**src/rtl/fft_frame_serializer.sv**
```systemverilog
// fft_frame_serializer
// Two-bank ping-pong buffer that takes one parallel complex FFT/IFFT frame per
// handshake and replays it as one complex sample per cycle, natural or
// bit-reversed bin order, with a per-frame FFT/IFFT mode tag.
module fft_frame_serializer #(
  parameter int N_PTS  = 8,
  parameter int DW     = 16,
  parameter int BITREV = 0,
  localparam int IW    = $clog2(N_PTS)
) (
  input  logic                                clk,
  input  logic                                reset,
  input  logic                                frm_valid,
  output logic                                frm_ready,
  input  logic [N_PTS-1:0][1:0][DW-1:0]       frm_data,
  input  logic                                frm_mode,
  output logic                                out_valid,
  input  logic                                out_ready,
  output logic signed [DW-1:0]                out_re,
  output logic signed [DW-1:0]                out_im,
  output logic [IW-1:0]                       out_idx,
  output logic                                out_last,
  output logic                                out_mode
);

  logic [1:0][N_PTS-1:0][1:0][DW-1:0] bank_q;
  logic [1:0]                         mode_q;
  logic                               wr_ptr_q, wr_ptr_d;
  logic                               rd_ptr_q, rd_ptr_d;
  logic [1:0]                         cnt_q, cnt_d;
  logic [IW-1:0]                      seq_q, seq_d;

  logic          accept;
  logic          pop;
  logic          last_pop;
  logic [IW-1:0] rd_idx;

  // Bin index for the current sequence position: identity or bit reversal.
  function automatic logic [IW-1:0] map_idx(input logic [IW-1:0] s);
    logic [IW-1:0] r;
    r = s;
    if (BITREV != 0) begin
      for (int unsigned i = 0; i < IW; i++) begin
        r[i] = s[IW-1-i];
      end
    end
    return r;
  endfunction

  // Handshake qualifiers; both sides are masked during reset.
  always_comb begin
    frm_ready = !reset && (cnt_q < 2'd2);
    out_valid = !reset && (cnt_q != 2'd0);
    accept    = frm_valid && frm_ready;
    pop       = out_valid && out_ready;
    last_pop  = pop && (seq_q == IW'(N_PTS - 1));
    rd_idx    = map_idx(seq_q);
  end

  // Next-state for pointers, occupancy count and sample sequence.
  always_comb begin
    wr_ptr_d = wr_ptr_q;
    rd_ptr_d = rd_ptr_q;
    cnt_d    = cnt_q;
    seq_d    = seq_q;
    if (accept) begin
      wr_ptr_d = ~wr_ptr_q;
    end
    if (pop) begin
      if (last_pop) begin
        seq_d    = '0;
        rd_ptr_d = ~rd_ptr_q;
      end else begin
        seq_d = seq_q + 1'b1;
      end
    end
    unique case ({accept, last_pop})
      2'b10:   cnt_d = cnt_q + 2'd1;
      2'b01:   cnt_d = cnt_q - 2'd1;
      default: cnt_d = cnt_q;
    endcase
  end

  // Control state register with synchronous reset; in-flight frames are dropped.
  always_ff @(posedge clk) begin
    if (reset) begin
      wr_ptr_q <= 1'b0;
      rd_ptr_q <= 1'b0;
      cnt_q    <= '0;
      seq_q    <= '0;
    end else begin
      wr_ptr_q <= wr_ptr_d;
      rd_ptr_q <= rd_ptr_d;
      cnt_q    <= cnt_d;
      seq_q    <= seq_d;
    end
  end

  // Frame storage: only the free bank at wr_ptr is ever written.
  always_ff @(posedge clk) begin
    if (accept) begin
      bank_q[wr_ptr_q] <= frm_data;
      mode_q[wr_ptr_q] <= frm_mode;
    end
  end

  // Output mux; all sample outputs are forced to zero when no sample is valid.
  always_comb begin
    out_re   = '0;
    out_im   = '0;
    out_idx  = '0;
    out_last = 1'b0;
    out_mode = 1'b0;
    if (out_valid) begin
      out_re   = bank_q[rd_ptr_q][rd_idx][0];
      out_im   = bank_q[rd_ptr_q][rd_idx][1];
      out_idx  = rd_idx;
      out_last = (seq_q == IW'(N_PTS - 1));
      out_mode = mode_q[rd_ptr_q];
    end
  end

endmodule
```
**config.mk**
```make
export PLATFORM = sky130hd
export DESIGN_NAME = fft_frame_serializer
export DESIGN_NICKNAME = d
export VERILOG_FILES = /design/src/rtl/fft_frame_serializer.sv
export SDC_FILE = /design/constraint.sdc
export NUM_CORES = 1
export LEC_CHECK = 0
export CAP_MARGIN = 20
export CORE_UTILIZATION = 31
export CTS_CLUSTER_DIAMETER = 30
export DETAILED_ROUTE_END_ITERATION = 7
export PLACE_DENSITY = 0.54
export REMOVE_ABC_BUFFERS = 1
export SYNTH_ARGS = -nofsm -noshare
export SYNTH_HDL_FRONTEND = slang
export SYNTH_SLANG_ARGS = --single-unit
```
**constraint.sdc**
```tcl
create_clock -name clk -period 45.5 [get_ports clk]
set_input_delay 9.1 -clock clk [delete_from_list [all_inputs] [get_ports clk]]
set_output_delay 9.1 -clock clk [all_outputs]
set_load 0.03 [all_outputs]
```
==> flow_summary.toml <==
[synth]
ys_seq_area_share_pct = 77.8
ys.flop_type = "edfxtp_1"
ys_warn_count = 0
ys_ff_latch = 521
postSynth.asyncResetShare_pct = 0
avgSynthCellArea_um2 = 22.7
synth_edf_count = 514
syn_inst = 883
synthesis.area_mm2 = 0.0200
synthDistinctLibCells = 33

[sta]
fmax_mhz = 47.2
slew_viol_final = 0
skew_ns = 0.0427
slew_headroom_pct = 18.4
fin_crit_ns = 21.18
finalCritPeriodShare_pct = 46.6
worstMarginPinSlew_ns = 1.22
setup_viol = 0
rsz0062_at_grt = "false"
report.final.hold_viol_count = 0
fin_tns_setup_ns = 0
fin_ws_ns = 24.32

[global_routing]
grt_use_total_pct = 14.7
grt_antenna_before_repair = 12
grt_overflow = 0
grt_pass1_vias = 11500
grt_pass1_wl_um = 71800
grt_start_max_net_pins = 162

[floorplan]
die_x_um = 256
die_h_um = 256
fp.coreArea_mm2 = 0.0634
start_util_pct = 31.5
dieArea_mm2 = 0.0656
num_io_pins = 300
fp-row-count = 92

[power_and_ir_drop]
power.total_uw = 1400
pwr_density_cell_mw_per_mm2 = 50.5
ir_worst_vdd_mv = 0.0302
leakage_uw = 0.00900

[setup_path]
arrival_ns = 12.08
critPathRequiredTime_ns = 36.40
cp_max_fo = 67
end_kind = "output port"
critPathLaunchType = "primary input"
reg2reg_depth = 8
startpoint = "reset"
rrSetupSlack_ns = 42.44
path_class = "in2out"
rr_startpoint = "rd_idx[0]"

[clocking]
cts-buffers-inserted = 113
post_cts_buffers = 0
clkLatencyLatePin_ns = 0.65
clk_pin_slew_ns = 0.05
htreeDepth = 3
cts_max_path_buffers = 3
ctsResizeCount = 0
cts_tree = "built"
holdBufCountCts = 0
cts_root_buf = "clkbuf_16"
cts_sinks = 521

[hold_path]
hp-class = "reg2reg"
min-delay-start = "cnt_q[1]"
whs_path_depth = 2

[cells_and_area]
final-seq-area_mm2 = 0.0156
final_layout_size_suffix_gt1_share_pct = 24.4
area_growth_pct = 38.4
nFillCells = 5512
multi_input_area_mm2 = 0.00411
fin_nets = 1519

[detailed_routing]
drc = 0
via_per_inst = 4.78
drt_iter0_markers = 694
wire_per_inst_um = 21.9
dr.pass1.iters = 5
finalWirelength_um = 48000
num_vias = 10500
ant_nets = 0

[placed_design]
dpl_worst_slack_ns = 24.31
place_congestion = 0.727
place_hpwl_um = 29200
port_buffers = 299

[run]
drv_cap = 0

[outcome]
status = "finished, final reports clean"
synthesized netlist by cell type, types with 4 or more instances:
cell / n / area share, %
buf_1: 5 / 0.094
o21ai_0: 4 / 0.10
mux4_2: 126 / 14
buf_2: 21 / 0.53
o211ai_1: 31 / 1.2
buf_6: 9 / 0.51
a21oi_1: 5 / 0.13
inv_1: 5 / 0.094
dfxtp_1: 7 / 0.70
clkbuf_1: 22 / 0.41
nand4_1: 64 / 2.0
mux2i_1: 34 / 1.7
nor2_1: 8 / 0.15
edfxtp_1: 514 / 77
layer usage:
metal | vias up | wire [µm] | track usage (%)
li1 | 4621 | - | -
met1 | 5366 | 19200 | 18.0
met2 | 412 | 23700 | 23.9
met3 | 94 | 3960 | 5.34
met4 | 14 | 1110 | 5.24
met5 | - | 89 | 0
registers in the layout (all words and copies together), names as in the netlist:
signal	flops
rd_idx	3
wr_ptr_q	1
cnt_q	2
bank_q	512
mode_q	2
rd_ptr_q	1
path summary, 6_finish.rpt:
check                     to
setup / recovery  out_im[14]
hold / removal      cnt_q[1]
setup reg to reg    cnt_q[1]
hold reg to reg     cnt_q[1]
cell type report:
cell class | count | share of cell area [%]
multi-input cells | 298 | 14.8
clock inverters | 81 | 3.23
clock buffers | 126 | 10.4
well taps | 846 | 3.82
diodes | 4 | 0.0361
flip-flops and latches | 521 | 56.3
repair buffers | 315 | 11.3
inverters | 6 | 0.0904
worst max-delay path, cell delays in order:
cell,delay (ns)
clkdlybuf4s50_1,0.57
o21bai_1,0.40
inv_2,0.13
buf_4,0.69
nand2_1,0.11
o32ai_1,0.29
clkdlybuf4s50_1,0.71
kinds of logic (layout without fill, tap and decap cells):
kind of cell / Yosys count / in the layout / synth area share (%)
buf+inv: 64 / 528 / 1.69
xor+xnor: 3 / 3 / 0.131
simple gates: 84 / 84 / 2.51
fa+ha+maj: 3 / 3 / 0.188
compound gates: 45 / 45 / 1.58
other cells: 0 / 4 / 0
flops: 521 / 521 / 77.8
mux: 163 / 163 / 16.1
through the flow:
stage | utilization (%) | std cells | hold slack (ns) | cell area, µm²
4_1_cts | 43.6 | 2193 | 0.536 | 27700
5_1_grt | 43.7 | 2195 | 0.597 | 27700
6_report | 43.7 | 2197 | 0.545 | 27700
3_3_place_gp | 37.7 | 1985 | 0.516 | 23900
3_5_place_dp | 37.7 | 1986 | 0.525 | 23900
2_1_floorplan | - | 825 | 0.474 | 19700
power by group:
part           switching (µW)  internal (µW)  total [µW]  leakage, µW
Combinational            28.2           33.8        62.0      0.00241
Clock                     261            522         783      0.00181
Sequential               4.22            550         554      0.00478
cells in the final DEF, fill, tap and decap left out, types with 5 or more instances in the layout:
cell type          n
a21oi_1            5
buf_4             14
bufinv_16         12
clkbuf_1          13
clkbuf_16        113
clkdlybuf4s50_1  299
clkinv_1          20
clkinv_16          5
clkinv_2          23
clkinv_4           8
clkinvlp_4        11
edfxtp_1         514
mux2i_1           34
mux4_2           126
nand4_1           64
nor2_1             7
o211ai_1          31
Note: power is estimated with default switching activity, not from simulation.
